`src/rtl/ps2_scancode_rx.sv`:
```
// PS/2 device-to-host deframer feeding a show-ahead scan-code FIFO.
// Optional PS2_BREAK_FILTER_EN drops 0xE0 prefixes and F0-prefixed key releases.
module ps2_scancode_rx #(
  parameter int FIFO_DEPTH     = 8,
  parameter int SYNC_STAGES    = 2,
  parameter int TIMEOUT_CYCLES = 5000
) (
  input  logic       clk,
  input  logic       rst_n,
  input  logic       ps2_clk,
  input  logic       ps2_data,
  input  logic       rd,
  output logic [7:0] code,
  output logic       empty,
  output logic       full,
  output logic       parity_err,
  output logic       frame_err,
  output logic       overflow
);

  localparam int AW = $clog2(FIFO_DEPTH);
  localparam int CW = AW + 1;
  localparam int TW = (TIMEOUT_CYCLES > 2) ? $clog2(TIMEOUT_CYCLES) : 1;

  typedef enum logic [1:0] {IDLE, DATA, PARITY, STOP} state_t;

  // Odd parity over data plus parity bit means the frame is good.
  function automatic logic parity_ok(input logic [7:0] d, input logic p);
    return ^{d, p};
  endfunction

  logic [SYNC_STAGES-1:0] clk_sync_r;
  logic [SYNC_STAGES-1:0] data_sync_r;
  logic                   clk_prev_r;
  logic                   strobe_s;
  logic                   data_s;

  state_t         state_r;
  logic [2:0]     bit_cnt_r;
  logic [7:0]     shift_r;
  logic           parity_r;
  logic [TW-1:0]  to_cnt_r;
  logic           parity_err_r;
  logic           frame_err_r;
  logic           frame_ok_s;
  logic           push_s;

  logic [7:0]     mem_r [FIFO_DEPTH];
  logic [AW-1:0]  wr_ptr_r;
  logic [AW-1:0]  rd_ptr_r;
  logic [CW-1:0]  count_r;
  logic [7:0]     code_r;
  logic           empty_r;
  logic           full_r;
  logic           overflow_r;
  logic           pop_s;
  logic           wr_en_s;
  logic           overflow_s;
  logic [CW-1:0]  count_nxt_s;
  logic [AW-1:0]  rd_ptr_nxt_s;
  logic [7:0]     head_nxt_s;

  // Pad synchronizers and previous synced clock for edge detection.
  always_ff @(posedge clk or negedge rst_n) begin
    if (!rst_n) begin
      clk_sync_r  <= '1;
      data_sync_r <= '1;
      clk_prev_r  <= 1'b1;
    end else begin
      clk_sync_r  <= {clk_sync_r[SYNC_STAGES-2:0], ps2_clk};
      data_sync_r <= {data_sync_r[SYNC_STAGES-2:0], ps2_data};
      clk_prev_r  <= clk_sync_r[SYNC_STAGES-1];
    end
  end

  assign strobe_s   = clk_prev_r & ~clk_sync_r[SYNC_STAGES-1];
  assign data_s     = data_sync_r[SYNC_STAGES-1];
  assign frame_ok_s = strobe_s && (state_r == STOP) && data_s && parity_ok(shift_r, parity_r);

`ifdef PS2_BREAK_FILTER_EN
  logic break_pending_r;
  logic brk_set_s;
  logic brk_clr_s;

  // Suppress E0 prefixes and the byte following an F0 break code.
  always_comb begin
    push_s    = 1'b0;
    brk_set_s = 1'b0;
    brk_clr_s = 1'b0;
    if (frame_ok_s) begin
      if (shift_r == 8'hE0) begin
        push_s = 1'b0;
      end else if (break_pending_r) begin
        brk_clr_s = 1'b1;
      end else if (shift_r == 8'hF0) begin
        brk_set_s = 1'b1;
      end else begin
        push_s = 1'b1;
      end
    end else begin
      push_s = 1'b0;
    end
  end

  // Break flag survives framing errors; only reset or the released key clears it.
  always_ff @(posedge clk or negedge rst_n) begin
    if (!rst_n) begin
      break_pending_r <= 1'b0;
    end else if (brk_set_s) begin
      break_pending_r <= 1'b1;
    end else if (brk_clr_s) begin
      break_pending_r <= 1'b0;
    end
  end
`else
  // Every valid byte goes to the FIFO.
  always_comb begin
    push_s = frame_ok_s;
  end
`endif

  // Frame FSM with inactivity timeout and registered error pulses.
  always_ff @(posedge clk or negedge rst_n) begin
    if (!rst_n) begin
      state_r      <= IDLE;
      bit_cnt_r    <= 3'd0;
      shift_r      <= 8'h00;
      parity_r     <= 1'b0;
      to_cnt_r     <= '0;
      parity_err_r <= 1'b0;
      frame_err_r  <= 1'b0;
    end else begin
      parity_err_r <= 1'b0;
      frame_err_r  <= 1'b0;
      if (strobe_s) begin
        to_cnt_r <= '0;
        case (state_r)
          IDLE: begin
            if (!data_s) begin
              state_r   <= DATA;
              bit_cnt_r <= 3'd0;
              shift_r   <= 8'h00;
            end
          end
          DATA: begin
            shift_r   <= {data_s, shift_r[7:1]};
            bit_cnt_r <= bit_cnt_r + 3'd1;
            if (bit_cnt_r == 3'd7) begin
              state_r <= PARITY;
            end
          end
          PARITY: begin
            parity_r <= data_s;
            state_r  <= STOP;
          end
          STOP: begin
            state_r <= IDLE;
            if (!data_s) begin
              frame_err_r <= 1'b1;
            end else if (!parity_ok(shift_r, parity_r)) begin
              parity_err_r <= 1'b1;
            end
          end
          default: state_r <= IDLE;
        endcase
      end else if (state_r != IDLE) begin
        if (to_cnt_r == TW'(TIMEOUT_CYCLES - 1)) begin
          state_r     <= IDLE;
          frame_err_r <= 1'b1;
          shift_r     <= 8'h00;
          to_cnt_r    <= '0;
        end else begin
          to_cnt_r <= to_cnt_r + TW'(1);
        end
      end else begin
        to_cnt_r <= '0;
      end
    end
  end

  // FIFO control; the head register is preloaded with next cycle's head byte.
  always_comb begin
    pop_s        = rd & ~empty_r;
    wr_en_s      = push_s & (~full_r | pop_s);
    overflow_s   = push_s & full_r & ~pop_s;
    count_nxt_s  = count_r + CW'(wr_en_s) - CW'(pop_s);
    rd_ptr_nxt_s = pop_s ? (rd_ptr_r + AW'(1)) : rd_ptr_r;
    if (count_nxt_s == '0) begin
      head_nxt_s = 8'h00;
    end else if (wr_en_s && (wr_ptr_r == rd_ptr_nxt_s)) begin
      head_nxt_s = shift_r;
    end else begin
      head_nxt_s = mem_r[rd_ptr_nxt_s];
    end
  end

  // Storage array, written only on an accepted push.
  always_ff @(posedge clk) begin
    if (wr_en_s) begin
      mem_r[wr_ptr_r] <= shift_r;
    end
  end

  // Pointers, occupancy and registered FIFO outputs.
  always_ff @(posedge clk or negedge rst_n) begin
    if (!rst_n) begin
      wr_ptr_r   <= '0;
      rd_ptr_r   <= '0;
      count_r    <= '0;
      code_r     <= 8'h00;
      empty_r    <= 1'b1;
      full_r     <= 1'b0;
      overflow_r <= 1'b0;
    end else begin
      if (wr_en_s) begin
        wr_ptr_r <= wr_ptr_r + AW'(1);
      end
      rd_ptr_r   <= rd_ptr_nxt_s;
      count_r    <= count_nxt_s;
      code_r     <= head_nxt_s;
      empty_r    <= (count_nxt_s == '0);
      full_r     <= (count_nxt_s == CW'(FIFO_DEPTH));
      overflow_r <= overflow_s;
    end
  end

  assign code       = code_r;
  assign empty      = empty_r;
  assign full       = full_r;
  assign parity_err = parity_err_r;
  assign frame_err  = frame_err_r;
  assign overflow   = overflow_r;

endmodule

```
`config.mk`:
```
export PLATFORM = sky130hd
export DESIGN_NAME = ps2_scancode_rx
export DESIGN_NICKNAME = d
export VERILOG_FILES = /design/src/rtl/ps2_scancode_rx.sv
export SDC_FILE = /design/constraint.sdc
export NUM_CORES = 1
export LEC_CHECK = 0
export CAP_MARGIN = 20
export CORE_MARGIN = 4
export CORE_UTILIZATION = 65
export DETAILED_ROUTE_END_ITERATION = 6
export GPL_TIMING_DRIVEN = 0
export HOLD_SLACK_MARGIN = 0.12
export PLACE_DENSITY = 0.84
export SETUP_SLACK_MARGIN = 0.05
export SKIP_LAST_GASP = 1
export SLEW_MARGIN = 0
export SYNTH_ARGS = -nofsm -noshare
export SYNTH_HDL_FRONTEND = slang
export SYNTH_SLANG_ARGS = --single-unit
```
`constraint.sdc`:
```
create_clock -name clk -period 7.26 [get_ports clk]
set_input_delay 2.178 -clock clk [delete_from_list [all_inputs] [get_ports clk]]
set_output_delay 2.178 -clock clk [all_outputs]
set_load 0.03 [all_outputs]
```
==> summary.txt, run 1 <==
Status: finished clean
Ys flop type: edfxtp_1
Final period util: 73.4%
Layout cells sized above 1: 14.5%
Crit Path Class: in2reg
Sequential fraction of the synthesis area: 63.3%
PortBufs: 17
I/O pin count: 18
Hold Buf Count CTS: 0
Max-slew violations: 0
Hold path cells: 0
Synth cell count leaders: 76 x nand2_1, 64 x edfxtp_1, 49 x dfrtp_1
Latest clock arrival within the worst-skew pair: 0.52 ns
Cell Area, Synth: 5220 µm²
# setup viols final: 0
Worst EP required: 7.65 ns
Vias: 3484
HP Class: reg2reg
Yosys top cell by area: edfxtp_1
NumNets Final: 489
Tot Pwr: 2650 µW
Critical Path Start Type: input port
Synth cell types: 51
Synth area leaders: edfxtp_1 37%, dfrtp_1 23%, nand2_1 5.5%, ha_1 3.1%, dfstp_2 3.0%
First-pass GRT wire length: 17800 µm
Post-Syn Nets: 444
Max clock buf depth: 2
Yosys reg bits: 119
Relative slew slack: 31.1%
Post-Layout Cell Count: 585
Fin Clk Skew: 0.0134 ns
Multiplexer share of the synthesized area: 2.35%
Yosys warning count: 0
CTS buffer count: 17
Vias/cell: 5.96
Routed len/inst: 18.7 µm
Layout area overhead: 18.8%
Number of max-cap violations: 0
Largest family of logic cells by synthesized area: simple AND/OR/NAND/NOR gates
TritonRoute pass-1 iters: 5
Final Critical Period: 5.33 ns
Core area: 7770 µm²
Pin count of the biggest net entering global routing: 40
Cell with the most instances after synthesis: nand2_1
Initial antenna violation count: 0
RSZ-0062 raised after global routing: no
CP Capture Type: register
Clk sinks: 119
Hpwl dp: 7030 µm
Mapped Cells: 425
Total track usage: 24.2%
Crit path DAT: 5.72 ns
Final hold violations: 0
Syn Area/Cell: 12.3 µm²
Reg2Reg Depth: 14
Post-CTS Setup Inserts: 0
CTS tree: yes
Worst VDD drop: 299 µV
# DRC: 0
Post-synth EDFFs: 64
Post-route design area: 6200 µm²
Synth Area in Adders: 3.50%
Full die area: 9530 µm²
Leak: 0.00246 µW
Share of the synthesized area in the top cell type: 36.8%
H-tree lvl count: 4
Placer Congestion: 0.851
Vias in the first global route: 3557
Synth Area in Simple Gates: 15.4%
Final global-route overflow total: 0
Final ANT Viol Nets: 0
# placed instances: 550
Post-Route WL: 11000 µm
Setup TNS: 0 ns
Crit path max fanout: 10
Post-synthesis compound-gate area fraction: 6.50%
Die extent in x: 97.6 µm
Ant. Diodes: 0
CTS clock-pin slew for the worst setup and hold paths: 0.06 ns
PostCTS Resize Cnt: 0
Worst-margin pin slew: 1.02 ns
# rows: 32
DR iter-0 viols: 230
Root buf cell: clkbuf_8
F_max: 188 MHz
Xor/xnor cell area share of the yosys netlist: 5.54%
Layout fillers: 426
Ratio of total power to cell area: 428 nW/µm²
Initial Util: 67.2%
Fraction of registers with async set/reset: 46.2%
Area after DPL: 5570 µm²
Die Y: 97.6 µm
-- worst max-delay path, cell delays in order --
cell and delay (ns):
clkdlybuf4s50_1 0.47, nand2b_4 0.10, inv_1 0.10, buf_6 0.16, o2111a_1 0.22, mux2i_1 0.25
buf_6 0.20, ha_1 0.24, inv_1 0.06, ha_1 0.16, inv_1 0.06, fa_1 0.48
inv_1 0.05, or3_1 0.39, or2_2 0.28, clkinv_1 0.20, a21oi_1 0.10
-- path summary, 6_finish.rpt --
check                                          from                  endpoint  slack (ns)
max in group asynchronous                     rst_n  data_sync_r[0]$_DFF_PN1_        5.05
setup reg to reg             shift_r[2]$_DFFE_PN0P_         code[7]$_DFF_PN0_        3.30
min in group asynchronous                     rst_n      count_r[3]$_DFF_PN0_        1.60
setup / recovery                                 rd         code[7]$_DFF_PN0_        1.93
hold / removal             data_sync_r[0]$_DFF_PN1_  data_sync_r[1]$_DFF_PN1_        0.36
hold reg to reg            data_sync_r[0]$_DFF_PN1_  data_sync_r[1]$_DFF_PN1_        0.36
-- cell type report --
type / count / area (µm²) / area share, %
timing repair buffer: 26 / 230 / 3.71
inverter: 20 / 75.1 / 1.21
clock buffer: 18 / 428 / 6.90
clock inverter: 14 / 188 / 3.03
tap: 102 / 128 / 2.06
multi-input combinational: 270 / 1740 / 28.1
buffer: 16 / 101 / 1.64
sequential: 119 / 3310 / 53.3
-- cells by family after synthesis --
family          count (synthesis)
simple gates                  166
flops                         119
xor+xnor                       27
buf+inv                        36
compound gates                 51
mux                            12
fa+ha+maj                      14
-- placed cells by master (no fill, tap or decap), types with 4 or more instances in the layout --
cell type	netlist	final
a21oi_1	13	13
a32oi_1	8	8
buf_2	4	10
buf_6	4	4
clkbuf_1	7	7
clkbuf_16	0	16
clkdlybuf4s50_1	0	16
clkinv_4	0	4
dfrtp_1	49	49
dfstp_2	6	6
edfxtp_1	64	64
ha_1	13	13
inv_1	18	18
inv_6	0	5
mux2i_1	10	10
nand2_1	76	76
nand2b_1	6	6
nand3_1	28	28
nand4_1	8	8
nor2_1	20	20
nor3_1	5	5
o21ai_0	12	12
o21ai_1	5	5
o32ai_1	4	4
xnor2_1	17	17
xor2_1	7	7
-- metal layers --
| metal | vias to the layer above | GRT usage, % | wire [µm] |
|---|---|---|---|
| li1 | 1614 | - | - |
| met1 | 1677 | 28.6 | 4260 |
| met2 | 163 | 43.0 | 5770 |
| met3 | 30 | 5.24 | 642 |
| met4 | 0 | 9.69 | 282 |
| met5 | - | 0 | 0 |
-- metrics by stage --
step / worst slack (ns) / util [%] / hold slack [ns]
2_1_floorplan: 2.32 / - / 0.345
3_3_place_gp: 1.49 / 71.0 / 0.346
3_5_place_dp: 1.44 / 71.6 / 0.348
4_1_cts: 1.92 / 79.6 / 0.356
5_1_grt: 1.77 / 79.8 / 0.358
6_report: 1.93 / 79.8 / 0.355
-- sequential cells by signal, indices dropped and copies added, names as in the netlist, 2 cells and up --
register	flops
mem_r	64
to_cnt_r	13
code	8
shift_r	8
count_r	4
bit_cnt_r	3
rd_ptr_r	3
wr_ptr_r	3
clk_sync_r	2
data_sync_r	2
state_r	2
-- where the power goes --
| part | leakage [µW] | switching (µW) | internal, µW | total [µW] |
|---|---|---|---|---|
| registers | 0.00125 | 73.2 | 809 | 882 |
| clock network | 0.000299 | 319 | 542 | 861 |
| logic | 0.000918 | 550 | 358 | 907 |
(Power assumes the default switching activity.)
==> run 2, diff against run 1 <==
--- a/config.mk
+++ b/config.mk
@@ -7,11 +7,11 @@
 export LEC_CHECK = 0
 export CAP_MARGIN = 20
 export CORE_MARGIN = 4
-export CORE_UTILIZATION = 65
+export CORE_UTILIZATION = 55
 export DETAILED_ROUTE_END_ITERATION = 6
 export GPL_TIMING_DRIVEN = 0
 export HOLD_SLACK_MARGIN = 0.12
-export PLACE_DENSITY = 0.84
+export PLACE_DENSITY = 0.76
 export SETUP_SLACK_MARGIN = 0.05
 export SKIP_LAST_GASP = 1
 export SLEW_MARGIN = 0
==> constraint.sdc (replaced) <==
create_clock -name clk -period 4.8 [get_ports clk]
set_input_delay 1.44 -clock clk [delete_from_list [all_inputs] [get_ports clk]]
set_output_delay 1.44 -clock clk [all_outputs]
set_load 0.03 [all_outputs]
==> run 2 against run 1 <==
Effect of this change:
- die area is 17% higher
- setup slack got worse by 1.7 ns
- via count shrank 5.0%
- global-route usage down 5.0 points
- design area up 1.4%
- wire length fell by 9.1%
- final cell count increased by 4.4%
- sequential share of layout area fell by 0.72 points
- critical path type unchanged
- critical endpoint is now code[2]$_DFF_PN0_
- largest power group is now clock
==> summary.txt, run 2 (synthesized netlist as in run 1, its figures left out) <==
Status: finished clean
Vias/cell: 5.42 (-9.0%)
Max-slew violations: 0 (unchanged)
Reg2Reg Depth: 14 (unchanged)
Reg with most FFs: mem_r
R2r startpoint: shift_r[3]$_DFFE_PN0P_
Root buf cell: clkbuf_8
Most common cell after layout, fill and taps aside: nand2_1
Max clock buf depth: 2 (unchanged)
Die extent in x: 105 µm (+8.0%)
# DRC: 0 (unchanged)
Post-Layout Cell Count: 611 (+4.4%)
Post-CTS Setup Inserts: 0 (unchanged)
Cell mode on critical path: inv_1
DR iter-0 viols: 143 (-38%)
Worst EP required: 5.18 ns (-2.47 ns)
# placed instances: 577 (+4.9%)
Hold path cells: 0 (unchanged)
CP max-delay cell: fa_1
Final Util: 68.0% (-12 points)
CP cell instances: clkdlybuf4s50_1, nand2b_4, inv_1, buf_6, o2111a_1, mux2i_2, buf_6, ha_1, inv_1, ha_1, inv_1, fa_1, inv_1, or3_1, or2_2, clkinv_1, a21oi_1
HP Class: reg2reg
Routed len/inst: 16.3 µm (-13%)
I/O pin count: 18 (unchanged)
Die Y: 105 µm (+8.0%)
Hold path endpoint: data_sync_r[1]$_DFF_PN1_
Leak: 0.00247 µW (about the same)
Area after DPL: 5600 µm² (+0.65%)
Post-Route WL: 9950 µm (-9.1%)
Ratio of total power to cell area: 645 nW/µm² (+51%)
Max reg flops: 64 (unchanged)
Pin count of the biggest net entering global routing: 41 (+2.5%)
Layout cells sized above 1: 14.3% (-0.18 points)
Largest regs: mem_r (64), to_cnt_r (13)
CTS tree: yes
PortBufs: 17 (unchanged)
Crit path launch: rd
Relative slew slack: 26.1% (-5.1 points)
Ant. Diodes: 0 (unchanged)
Latest clock arrival within the worst-skew pair: 0.51 ns (about the same)
Worst VDD drop: 323 µV (+8.2%)
Clk sinks: 119 (unchanged)
# setup viols final: 0 (unchanged)
Crit path DAT: 4.94 ns (-0.78 ns)
Most frequent cells in the layout: 76 x nand2_1, 64 x edfxtp_1, 49 x dfrtp_1
CTS buffer count: 17 (unchanged)
Reg2reg end: code[2]$_DFF_PN0_
# rows: 35 (+9.4%)
NumNets Final: 488 (-0.20%)
PostCTS Resize Cnt: 0 (unchanged)
CP Capture Type: register
Final Critical Period: 4.56 ns
Final ANT Viol Nets: 0 (unchanged)
TritonRoute pass-1 iters: 4 (-1)
H-tree lvl count: 4 (unchanged)
Core area: 9240 µm² (+19%)
Worst-margin pin slew: 1.11 ns (+0.0812 ns)
F_max: 219 MHz
Hold Startpoint: data_sync_r[0]$_DFF_PN1_
Reg2Reg Setup Slack: 0.95 ns (-2.35 ns)
Post-route design area: 6280 µm² (+1.4%)
Hold Buf Count CTS: 0 (unchanged)
Placer Congestion: 0.801 (-5.9%)
Worst path max stage delay: 0.49 ns (about the same)
First-pass GRT wire length: 16600 µm (-7.1%)
Total track usage: 19.3% (-5.0 points)
Final global-route overflow total: 0 (unchanged)
Final period util: 94.9%
Crit Path Class: in2reg
Critical Path Start Type: input port
Hpwl dp: 6870 µm (-2.2%)
Layout area overhead: 20.4%
Initial Util: 56.5% (-11 points)
RSZ-0062 raised after global routing: no
Initial antenna violation count: 0 (unchanged)
Full die area: 11100 µm² (+17%)
Crit path max fanout: 10 (unchanged)
Vias: 3311 (-5.0%)
CTS clock-pin slew for the worst setup and hold paths: 0.06 ns (about the same)
Final hold violations: 0 (unchanged)
Number of max-cap violations: 0 (unchanged)
Fin Clk Skew: 0.00780 ns (-0.00557 ns)
Vias in the first global route: 3421 (-3.8%)
run 2: cell types whose count changed in the layout (fill, tap and decap cells not counted), sizes merged:
| cell | before | now |
|---|---|---|
| bufinv | 3 | 6 |
| clkinvlp | 1 | 4 |
| inv | 24 | 21 |
| clkinv | 6 | 4 |
| buf | 16 | 15 |
| clkbuf | 27 | 26 |
run 2: critical path: cells and delay by family:
kind	cells	cell delay (ns)
buffers and inverters	8	1.29
AND/OR/NAND/NOR	3	0.77
AO/OA/AOI/OAI	2	0.35
adder cells (fa/ha/maj)	3	0.88
multiplexers	1	0.21
run 2: worst max path at each step:
| stage | endpoint | slack [ns] | depth (start not counted) |
|---|---|---|---|
| 2_1_floorplan | code[0]$_DFF_PN0_ | 0.60 | 16 |
| 3_3_place_gp | code[7]$_DFF_PN0_ | -0.24 | 17 |
| 3_5_place_dp | code[7]$_DFF_PN0_ | -0.31 | 17 |
| 4_1_cts | code[2]$_DFF_PN0_ | 0.20 | 17 |
| 5_1_grt | code[2]$_DFF_PN0_ | 0.07 | 17 |
| 6_report | code[2]$_DFF_PN0_ | 0.24 | 17 |
run 2: layout make-up:
class	instances	area [µm²]
multi-input combinational	270	1750
sequential	119	3310
tap	129	161
fill	661	2960
clock inverter	15	249
inverter	20	75.1
clock buffer	17	414
timing repair buffer	25	230
buffer	16	101
run 2: report_power, final:
group / switching (µW) / total, µW / leakage [µW] / internal, µW
clock network: 456 / 1410 / 0.000309 / 951
registers: 107 / 1330 / 0.00125 / 1220
logic: 783 / 1310 / 0.000909 / 531
total: 1350 / 4050 / 0.00247 / 2710
run 2: layer usage:
layer | wire (µm) | GRT usage (%) | vias to the layer above
li1 | - | - | 1604
met1 | 4200 | 23.5 | 1611
met2 | 5190 | 32.4 | 88
met3 | 472 | 5.45 | 8
met4 | 92 | 7.59 | 0
met5 | 0 | 0 | -
run 2: per-stage QoR:
stage / worst slack [ns] / hold WS, ns / power (µW) / TNS [ns]
floorplan: 0.603 / 0.345 / 2280 / 0
global placement: -0.239 / 0.346 / 2580 / -1.86
detailed placement: -0.306 / 0.347 / 2660 / -2.49
CTS: 0.201 / 0.356 / 4070 / 0
global route: 0.0750 / 0.362 / 4280 / 0
finish: 0.243 / 0.356 / 4050 / 0
==> run 3, diff against run 2 <==
--- a/config.mk
+++ b/config.mk
@@ -9,6 +9,7 @@
 export CORE_MARGIN = 4
 export CORE_UTILIZATION = 55
 export DETAILED_ROUTE_END_ITERATION = 6
+export GPL_ROUTABILITY_DRIVEN = 0
 export GPL_TIMING_DRIVEN = 0
 export HOLD_SLACK_MARGIN = 0.12
 export PLACE_DENSITY = 0.76
==> results of run 3 <==
No change in the layout: final DEF, timing and power equal those of run 2.
